### config.mk
export PLATFORM = sky130hd
export DESIGN_NAME = uart_rx_cfg_flat
export DESIGN_NICKNAME = d
export VERILOG_FILES = /design/src/rtl/uart_rx_cfg_if.sv /design/src/rtl/uart_rx_cfg.sv /design/src/flat_wrapper.sv
export SDC_FILE = /design/constraint.sdc
export NUM_CORES = 1
export LEC_CHECK = 0
export CAP_MARGIN = 5
export CORE_MARGIN = 2
export CORE_UTILIZATION = 50
export DETAILED_ROUTE_END_ITERATION = 7
export PLACE_DENSITY_LB_ADDON = 0.3
export SLEW_MARGIN = 20
export SYNTH_ARGS = -nofsm -noshare
export SYNTH_HDL_FRONTEND = slang
export SYNTH_SLANG_ARGS = --single-unit
### constraint.sdc
create_clock -name clk -period 10.9 [get_ports clk]
set_clock_uncertainty 0.05 [all_clocks]
set_input_delay 3.27 -clock clk [delete_from_list [all_inputs] [get_ports clk]]
set_output_delay 3.27 -clock clk [all_outputs]
set_load 0.005 [all_outputs]
### src/rtl/uart_rx_cfg_if.sv
// Receive-FIFO read port of uart_rx_cfg: show-ahead head entry plus pop handshake.
interface uart_rx_cfg_if #(
  parameter int FIFO_DEPTH = 16
);
  localparam int LW = $clog2(FIFO_DEPTH) + 1;

  logic [7:0]    rx_data;
  logic          rx_perr;
  logic          rx_ferr;
  logic          rx_brk;
  logic          rx_valid;
  logic          rx_ready;
  logic [LW-1:0] level;

  modport master (
    output rx_data, rx_perr, rx_ferr, rx_brk, rx_valid, level,
    input  rx_ready
  );

  modport slave (
    input  rx_data, rx_perr, rx_ferr, rx_brk, rx_valid, level,
    output rx_ready
  );
endinterface

### src/rtl/uart_rx_cfg.sv
// Configurable UART receiver: 16x oversampling, 3-sample majority vote, 5-8 data bits,
// optional parity, 1/2 stop bits, break detection, show-ahead FIFO with per-byte flags.
//   state     | meaning
//   S_IDLE    | waiting for a low on the synchronised line
//   S_START   | start bit; a high vote at tick 9 is a false start
//   S_DATA    | data bits, LSB first
//   S_PARITY  | parity bit, checked at tick 9
//   S_STOP    | stop bit(s); entry pushed at tick 9 of the last one
//   S_BRKWAIT | break received, waiting for the line to return high
module uart_rx_cfg #(
  parameter int FIFO_DEPTH = 16,
  parameter int DIV_W      = 16
) (
  input  logic             clk,
  input  logic             resetn,
  input  logic             i_rx,
  input  logic             i_rx_en,
  input  logic [DIV_W-1:0] i_cfg_div,
  input  logic [1:0]       i_cfg_data_bits,
  input  logic [1:0]       i_cfg_parity,
  input  logic             i_cfg_stop2,
  input  logic             i_err_clr,
  output logic             o_err_overrun,
  output logic             o_busy,
  uart_rx_cfg_if.master    rx_if
);
  localparam int AW = $clog2(FIFO_DEPTH);
  localparam int LW = AW + 1;

  typedef enum logic [2:0] {
    S_IDLE, S_START, S_DATA, S_PARITY, S_STOP, S_BRKWAIT
  } state_t;

  state_t           r_state, w_state_nxt;
  logic             r_rx_meta, r_rx_sync;
  logic [DIV_W-1:0] r_div_cnt, r_cfg_div;
  logic [1:0]       r_cfg_data_bits, r_cfg_parity;
  logic             r_cfg_stop2;
  logic [3:0]       r_os_cnt;
  logic [2:0]       r_nbit;
  logic [7:0]       r_data;
  logic             r_s7, r_s8, r_pbit, r_perr, r_ferr, r_stop_idx;

  logic             w_rs, w_tick, w_t9, w_t15, w_vote, w_par_en, w_brk;
  logic             w_start, w_push;
  logic [10:0]      w_entry;

  logic [10:0]      r_mem [FIFO_DEPTH];
  logic [AW-1:0]    r_wr_ptr, r_rd_ptr;
  logic [LW-1:0]    r_level;
  logic             r_err_ovf;
  logic             w_full, w_pop, w_wr, w_ovf;
  logic [10:0]      w_head;

  always_ff @(posedge clk or negedge resetn) begin
    if (!resetn) begin
      r_rx_meta <= 1'b1;
      r_rx_sync <= 1'b1;
    end else begin
      r_rx_meta <= i_rx;
      r_rx_sync <= r_rx_meta;
    end
  end

  assign w_rs     = r_rx_sync;
  assign w_tick   = (r_div_cnt == r_cfg_div);
  assign w_t9     = w_tick && (r_os_cnt == 4'd9);
  assign w_t15    = w_tick && (r_os_cnt == 4'd15);
  assign w_vote   = (r_s7 & r_s8) | (r_s7 & w_rs) | (r_s8 & w_rs);
  assign w_par_en = (r_cfg_parity == 2'b01) || (r_cfg_parity == 2'b10);
  // r_pbit stays 0 when parity is off, so it only vetoes a break when a parity bit was high
  assign w_brk    = (r_data == 8'h00) && !r_pbit && !w_vote;
  assign w_entry  = {w_brk, r_ferr | ~w_vote, r_perr & ~w_brk, r_data};

  always_ff @(posedge clk or negedge resetn) begin
    if (!resetn) r_state <= S_IDLE;
    else         r_state <= w_state_nxt;
  end

  always_comb begin
    w_state_nxt = r_state;
    w_start     = 1'b0;
    w_push      = 1'b0;
    case (r_state)
      S_IDLE: begin
        if (!w_rs) begin
          w_state_nxt = S_START;
          w_start     = 1'b1;
        end
      end
      S_START: begin
        if (w_t9 && w_vote)  w_state_nxt = S_IDLE;
        else if (w_t15)      w_state_nxt = S_DATA;
      end
      S_DATA: begin
        if (w_t15 && (r_nbit == {1'b1, r_cfg_data_bits}))
          w_state_nxt = w_par_en ? S_PARITY : S_STOP;
      end
      S_PARITY: begin
        if (w_t15) w_state_nxt = S_STOP;
      end
      S_STOP: begin
        if (w_t9 && (r_stop_idx == r_cfg_stop2)) begin
          w_push      = 1'b1;
          w_state_nxt = w_brk ? S_BRKWAIT : S_IDLE;
        end
      end
      S_BRKWAIT: begin
        if (w_rs) w_state_nxt = S_IDLE;
      end
      default: w_state_nxt = S_IDLE;
    endcase
    if (!i_rx_en) begin
      w_state_nxt = S_IDLE;
      w_start     = 1'b0;
      w_push      = 1'b0;
    end
  end

  assign o_busy = (r_state != S_IDLE);

  always_ff @(posedge clk or negedge resetn) begin
    if (!resetn) begin
      r_div_cnt <= '0;
    end else if (w_start || w_tick) begin
      r_div_cnt <= '0;
    end else begin
      r_div_cnt <= r_div_cnt + 1'b1;
    end
  end

  always_ff @(posedge clk or negedge resetn) begin
    if (!resetn) begin
      r_cfg_div       <= '0;
      r_cfg_data_bits <= '0;
      r_cfg_parity    <= '0;
      r_cfg_stop2     <= 1'b0;
      r_os_cnt        <= '0;
      r_nbit          <= '0;
      r_data          <= '0;
      r_s7            <= 1'b1;
      r_s8            <= 1'b1;
      r_pbit          <= 1'b0;
      r_perr          <= 1'b0;
      r_ferr          <= 1'b0;
      r_stop_idx      <= 1'b0;
    end else if (w_start) begin
      r_cfg_div       <= i_cfg_div;
      r_cfg_data_bits <= i_cfg_data_bits;
      r_cfg_parity    <= i_cfg_parity;
      r_cfg_stop2     <= i_cfg_stop2;
      r_os_cnt        <= '0;
      r_nbit          <= '0;
      r_data          <= '0;
      r_pbit          <= 1'b0;
      r_perr          <= 1'b0;
      r_ferr          <= 1'b0;
      r_stop_idx      <= 1'b0;
    end else if (w_tick && (r_state != S_IDLE)) begin
      r_os_cnt <= r_os_cnt + 4'd1;
      if (r_os_cnt == 4'd7) r_s7 <= w_rs;
      if (r_os_cnt == 4'd8) r_s8 <= w_rs;
      if (w_t9) begin
        case (r_state)
          S_DATA:   r_data[r_nbit] <= w_vote;
          S_PARITY: begin
            r_pbit <= w_vote;
            r_perr <= ^r_data ^ w_vote ^ (r_cfg_parity == 2'b10);
          end
          S_STOP:   if (!w_vote) r_ferr <= 1'b1;
          default:  ;
        endcase
      end
      if (w_t15) begin
        if (r_state == S_DATA) r_nbit     <= r_nbit + 3'd1;
        if (r_state == S_STOP) r_stop_idx <= 1'b1;
      end
    end
  end

  assign w_full = (r_level == LW'(FIFO_DEPTH));
  assign w_pop  = (r_level != '0) && rx_if.rx_ready;
  // at full, a same-cycle pop frees the slot the push needs
  assign w_wr   = w_push && (!w_full || w_pop);
  assign w_ovf  = w_push && w_full && !w_pop;

  always_ff @(posedge clk or negedge resetn) begin
    if (!resetn) begin
      for (int i = 0; i < FIFO_DEPTH; i++) r_mem[i] <= '0;
      r_wr_ptr  <= '0;
      r_rd_ptr  <= '0;
      r_level   <= '0;
      r_err_ovf <= 1'b0;
    end else begin
      if (w_wr) begin
        r_mem[r_wr_ptr] <= w_entry;
        r_wr_ptr        <= r_wr_ptr + 1'b1;
      end
      if (w_pop) r_rd_ptr <= r_rd_ptr + 1'b1;
      case ({w_wr, w_pop})
        2'b10:   r_level <= r_level + 1'b1;
        2'b01:   r_level <= r_level - 1'b1;
        default: r_level <= r_level;
      endcase
      r_err_ovf <= w_ovf | (r_err_ovf & ~i_err_clr);
    end
  end

  assign w_head         = r_mem[r_rd_ptr];
  assign rx_if.rx_valid = (r_level != '0);
  assign rx_if.rx_data  = rx_if.rx_valid ? w_head[7:0] : 8'h00;
  assign rx_if.rx_perr  = rx_if.rx_valid & w_head[8];
  assign rx_if.rx_ferr  = rx_if.rx_valid & w_head[9];
  assign rx_if.rx_brk   = rx_if.rx_valid & w_head[10];
  assign rx_if.level    = r_level;
  assign o_err_overrun  = r_err_ovf;
endmodule

### src/flat_wrapper.sv
// flat-port wrapper written by rule: the top's interface ports become plain ports
module uart_rx_cfg_flat 
#(
  parameter int FIFO_DEPTH = 16,
  parameter int DIV_W      = 16
)
  (clk, resetn, i_rx, i_rx_en, i_cfg_div, i_cfg_data_bits, i_cfg_parity, i_cfg_stop2, i_err_clr, o_err_overrun, o_busy, rx_if_rx_data, rx_if_rx_perr, rx_if_rx_ferr, rx_if_rx_brk, rx_if_rx_valid, rx_if_level, rx_if_rx_ready);
  uart_rx_cfg_if #(.FIFO_DEPTH(FIFO_DEPTH)) rx_if_i ();
  input  logic clk;
  input  logic resetn;
  input  logic i_rx;
  input  logic i_rx_en;
  input  logic [DIV_W-1:0] i_cfg_div;
  input  logic [1:0] i_cfg_data_bits;
  input  logic [1:0] i_cfg_parity;
  input  logic i_cfg_stop2;
  input  logic i_err_clr;
  output logic o_err_overrun;
  output logic o_busy;
  output wire logic [$bits(rx_if_i.rx_data)-1:0] rx_if_rx_data;
  output wire logic [$bits(rx_if_i.rx_perr)-1:0] rx_if_rx_perr;
  output wire logic [$bits(rx_if_i.rx_ferr)-1:0] rx_if_rx_ferr;
  output wire logic [$bits(rx_if_i.rx_brk)-1:0] rx_if_rx_brk;
  output wire logic [$bits(rx_if_i.rx_valid)-1:0] rx_if_rx_valid;
  output wire logic [$bits(rx_if_i.level)-1:0] rx_if_level;
  input wire logic [$bits(rx_if_i.rx_ready)-1:0] rx_if_rx_ready;
  assign rx_if_rx_data = rx_if_i.rx_data;
  assign rx_if_rx_perr = rx_if_i.rx_perr;
  assign rx_if_rx_ferr = rx_if_i.rx_ferr;
  assign rx_if_rx_brk = rx_if_i.rx_brk;
  assign rx_if_rx_valid = rx_if_i.rx_valid;
  assign rx_if_level = rx_if_i.level;
  assign rx_if_i.rx_ready = rx_if_rx_ready;
  uart_rx_cfg #(.FIFO_DEPTH(FIFO_DEPTH), .DIV_W(DIV_W)) u_core (.clk(clk), .resetn(resetn), .i_rx(i_rx), .i_rx_en(i_rx_en), .i_cfg_div(i_cfg_div), .i_cfg_data_bits(i_cfg_data_bits), .i_cfg_parity(i_cfg_parity), .i_cfg_stop2(i_cfg_stop2), .i_err_clr(i_err_clr), .o_err_overrun(o_err_overrun), .o_busy(o_busy), .rx_if(rx_if_i));
endmodule
==> qor.csv <==
stage,metric,value,unit
pwr,p_seq_share,43.9,%
floorplan,core,0.0250,mm²
pwr,cellPowerDensity,180,mW/mm²
pwr,p_int,1.80,mW
synth,synth-edff-count,0,
clock_network,numClockSinks,253,
setup_path,path_buf_inv,2,
routing,drc,0,
outcome,status,"complete, no violations",
pwr,p_total,2.54,mW
timing,grt_setup_unrepaired,no,
synth,ys_types,51,
synth,synth_top_area_share,49.4,%
routing,initialDrtViolationCount,372,
clock_network,h-tree-depth,1,
setup_path,r2r-start,u_core.r_div_cnt[9],
timing,slew_headroom,36.7,%
setup_path,crit_arrival,3320,ps
synth,netlist_instances,907,
clock_network,clk_pin_slew,60,ps
clock_network,cts_hold_buffers,0,
global_route,antenna_found_initial,0,
place,dp_hpwl,15600,µm
place,pre_cts_ws,4450,ps
routing,routed_wl,26500,µm
timing,setup_slack,4260,ps
timing,slew_viol_final,0,
pwr,clockPowerShare,36.8,%
clock_network,cts.path.max_buffers,3,
floorplan,io_pins,46,
synth,postSynthAreaPerCell,13.9,µm²
place,place.gp.congestion,0.784,
floorplan,die_y,163,µm
flow_run,cap_violations,0,
setup_path,r2r_slack,6670,ps
pwr,comb_power_share,19.3,%
final_layout,final_area,0.0141,mm²
floorplan,rows,58,
clock_network,cts_tree,done,
final_layout,final_nets,978,
synth,yosys-top-cells-area,"dfrtp_1, mux2_4, mux4_2, mux2_2, mux2_1",
setup_path,critPathLaunchType,register,
setup_path,cp_slowest_stage_delay,710,ps
routing,ant_nets,0,
setup_path,reg2reg_to,u_core.rx_if.level[4],
setup_path,cp_slowest_cell,buf_4,
synth,syn_area,0.0126,mm²
clock_network,post_cts_resized,0,
clock_network,cts_made_buffers,28,
min_path,whs_path_depth,0,
setup_path,path_cells,buf_4 -> mux4_2 -> mux4_2 -> nor2b_1 -> clkdlybuf4s50_1,
pwr,leakagePower,6.90,nW
timing,finalSetupTns,0,ps
synth,synthArstFlopShare,100,%
timing,setup_violations,0,
final_layout,drive_above_1_share,29.6,%
timing,hold_viol,0,
min_path,hold_class,register to register,
routing,dr_total_vias,7212,
global_route,first_global_vias,7570,
routing,avgViaCountPerCell,5.63,
timing,fmax,151,MHz
global_route,grt_max_degree,109,
pwr,switchingPower,0.742,mW
timing,min_period,6640,ps
synth,yosysWarningCount,0,
place,io_buffers,45,
final_layout,syn_to_final_growth,12.1,%
setup_path,path_delay_family,buffers and inverters,
clock_network,post_cts_buffers,0,
pwr,ir_worst_vdd,0.122,mV
setup_path,r2r_cells,15,
place,dpl_cell_area,0.0132,mm²
synth,synth_top_area_cell,dfrtp_1,
global_route,grt_first_pass_wirelength,42800,µm
routing,wl_per_cell,20.7,µm
routing,firstDrtPassIters,4,
floorplan,dieArea,0.0265,mm²
synth,ys.flop_type,dfrtp_1,
min_path,min_from,u_core.r_rx_meta,
setup_path,cp_data_required_time,7580,ps
synth,ys_seq_area_share,50.2,%
setup_path,crit_fanout,47,
min_path,holdPathEnd,u_core.r_rx_sync,
global_route,grt_util_all_layers,20.8,%
clock_network,clk_latency,530,ps
final_layout,insertedDiodeCount,0,
clock_network,cts_root_buf,clkbuf_16,
timing,worstMarginPinSlew,950,ps
setup_path,end_kind,output pin,
setup_path,critPathKind,register to output pin,
global_route,grt_overflow,0,
synth,synthesis.nets,953,
timing,post-route-period-util,60.9,%
floorplan,dieWidth,163,µm
pwr,swShare,29.2,%
floorplan,start_util,50.5,%
synth,ys_ff_latch,253,
final_layout,final_common_cell,dfrtp_1,
final_layout,mostFrequentLayoutCells,"dfrtp_1, mux2_4, nand2_1",
setup_path,crit_top_cell,mux4_2,
cells in the mapped netlist (2+ instances only):
cell type / count
buf_4: 2
nor3_1: 8
mux2_1: 33
mux4_2: 55
and4_1: 2
a211oi_1: 3
o31ai_1: 7
buf_2: 6
nand2_1: 85
nand4_1: 6
xor2_1: 37
nand2b_1: 7
a21oi_1: 9
and3_1: 6
mux2_2: 41
dfstp_2: 4
a31oi_1: 2
ha_1: 19
buf_6: 14
dfrtp_1: 249
nand3_2: 12
mux2_4: 107
mux2i_1: 4
and2_1: 3
inv_1: 19
xnor2_1: 19
nand3b_1: 2
o21ai_0: 5
nor2b_1: 19
nor4_2: 3
or3_1: 2
nor2_1: 41
o21a_1: 2
o211ai_1: 6
clkbuf_1: 35
nand3_1: 15
nor4_1: 4
power by group through the flow:
stage,combinational (mW),sequential (mW),clock [mW]
6_report,0.490,1.12,0.936
3_3_place_gp,0.494,1.13,0
4_1_cts,0.500,1.12,0.959
3_5_place_dp,0.497,1.13,0
2_1_floorplan,0.393,1.07,0
5_1_grt,0.550,1.13,0.995
area by class of cell:
type                    count  area (µm²)
clock inverters            10         100
repair buffers             53         519
fillers                  2043       10800
well taps                 330         413
multi-input cells         577        5880
flip-flops and latches    253        6340
inverters                  19        71.3
clock buffers              40         817
metal layers:
metal	track usage (%)	up-vias	wire length, µm
li1	-	3271	-
met1	30.0	3796	12700
met2	33.8	115	12600
met3	2.85	30	802
met4	4.55	0	460
met5	0	-	0
worst max path at each step:
stage                             from               endpoint  slack (ps)  cells past startpoint
floorplan                      i_rx_en  u_core.rx_if.level[4]        5210                     14
global placement               i_rx_en  u_core.rx_if.level[4]        4510                     14
detailed placement             i_rx_en  u_core.rx_if.level[4]        4450                     14
CTS                 u_core.r_rd_ptr[0]       rx_if_rx_data[7]        4170                      5
global route        u_core.r_rd_ptr[0]       rx_if_rx_data[0]        4060                      5
finish              u_core.r_rd_ptr[0]       rx_if_rx_data[0]        4260                      5
kinds of logic (layout without fill, tap and decap cells):
logic type | Yosys count | in the layout | synth area share [%]
adder cells (fa/ha/maj) | 20 | 20 | 1.96
XOR/XNOR | 56 | 56 | 3.89
multiplexers | 240 | 240 | 29.5
buffers and inverters | 77 | 122 | 3.24
flip-flops | 253 | 253 | 50.2
AND/OR/NAND/NOR | 219 | 219 | 8.88
AO/OA/AOI/OAI | 42 | 42 | 2.28
registers in the layout (all words and copies together) (netlist names), 2 cells and up:
signal and cells:
u_core.r_div_cnt 16, u_core.r_wr_ptr 4, u_core.r_state 3, u_core.r_cfg_data_bits 2, u_core.r_mem 176, u_core.r_nbit 3
u_core.r_cfg_div 16, u_core.r_cfg_parity 2, u_core.r_os_cnt 4, u_core.r_data 8, u_core.r_rd_ptr 4, u_core.rx_if.level 5
per-stage QoR:
step | instances | hold WS, ps | util [%]
5_1_grt | 1282 | 314 | 56.6
3_3_place_gp | 1232 | 296 | 52.9
3_5_place_dp | 1232 | 297 | 52.9
4_1_cts | 1282 | 305 | 56.6
2_1_floorplan | 907 | 295 | -
6_report | 1282 | 305 | 56.6
(Power assumes the default switching activity.)
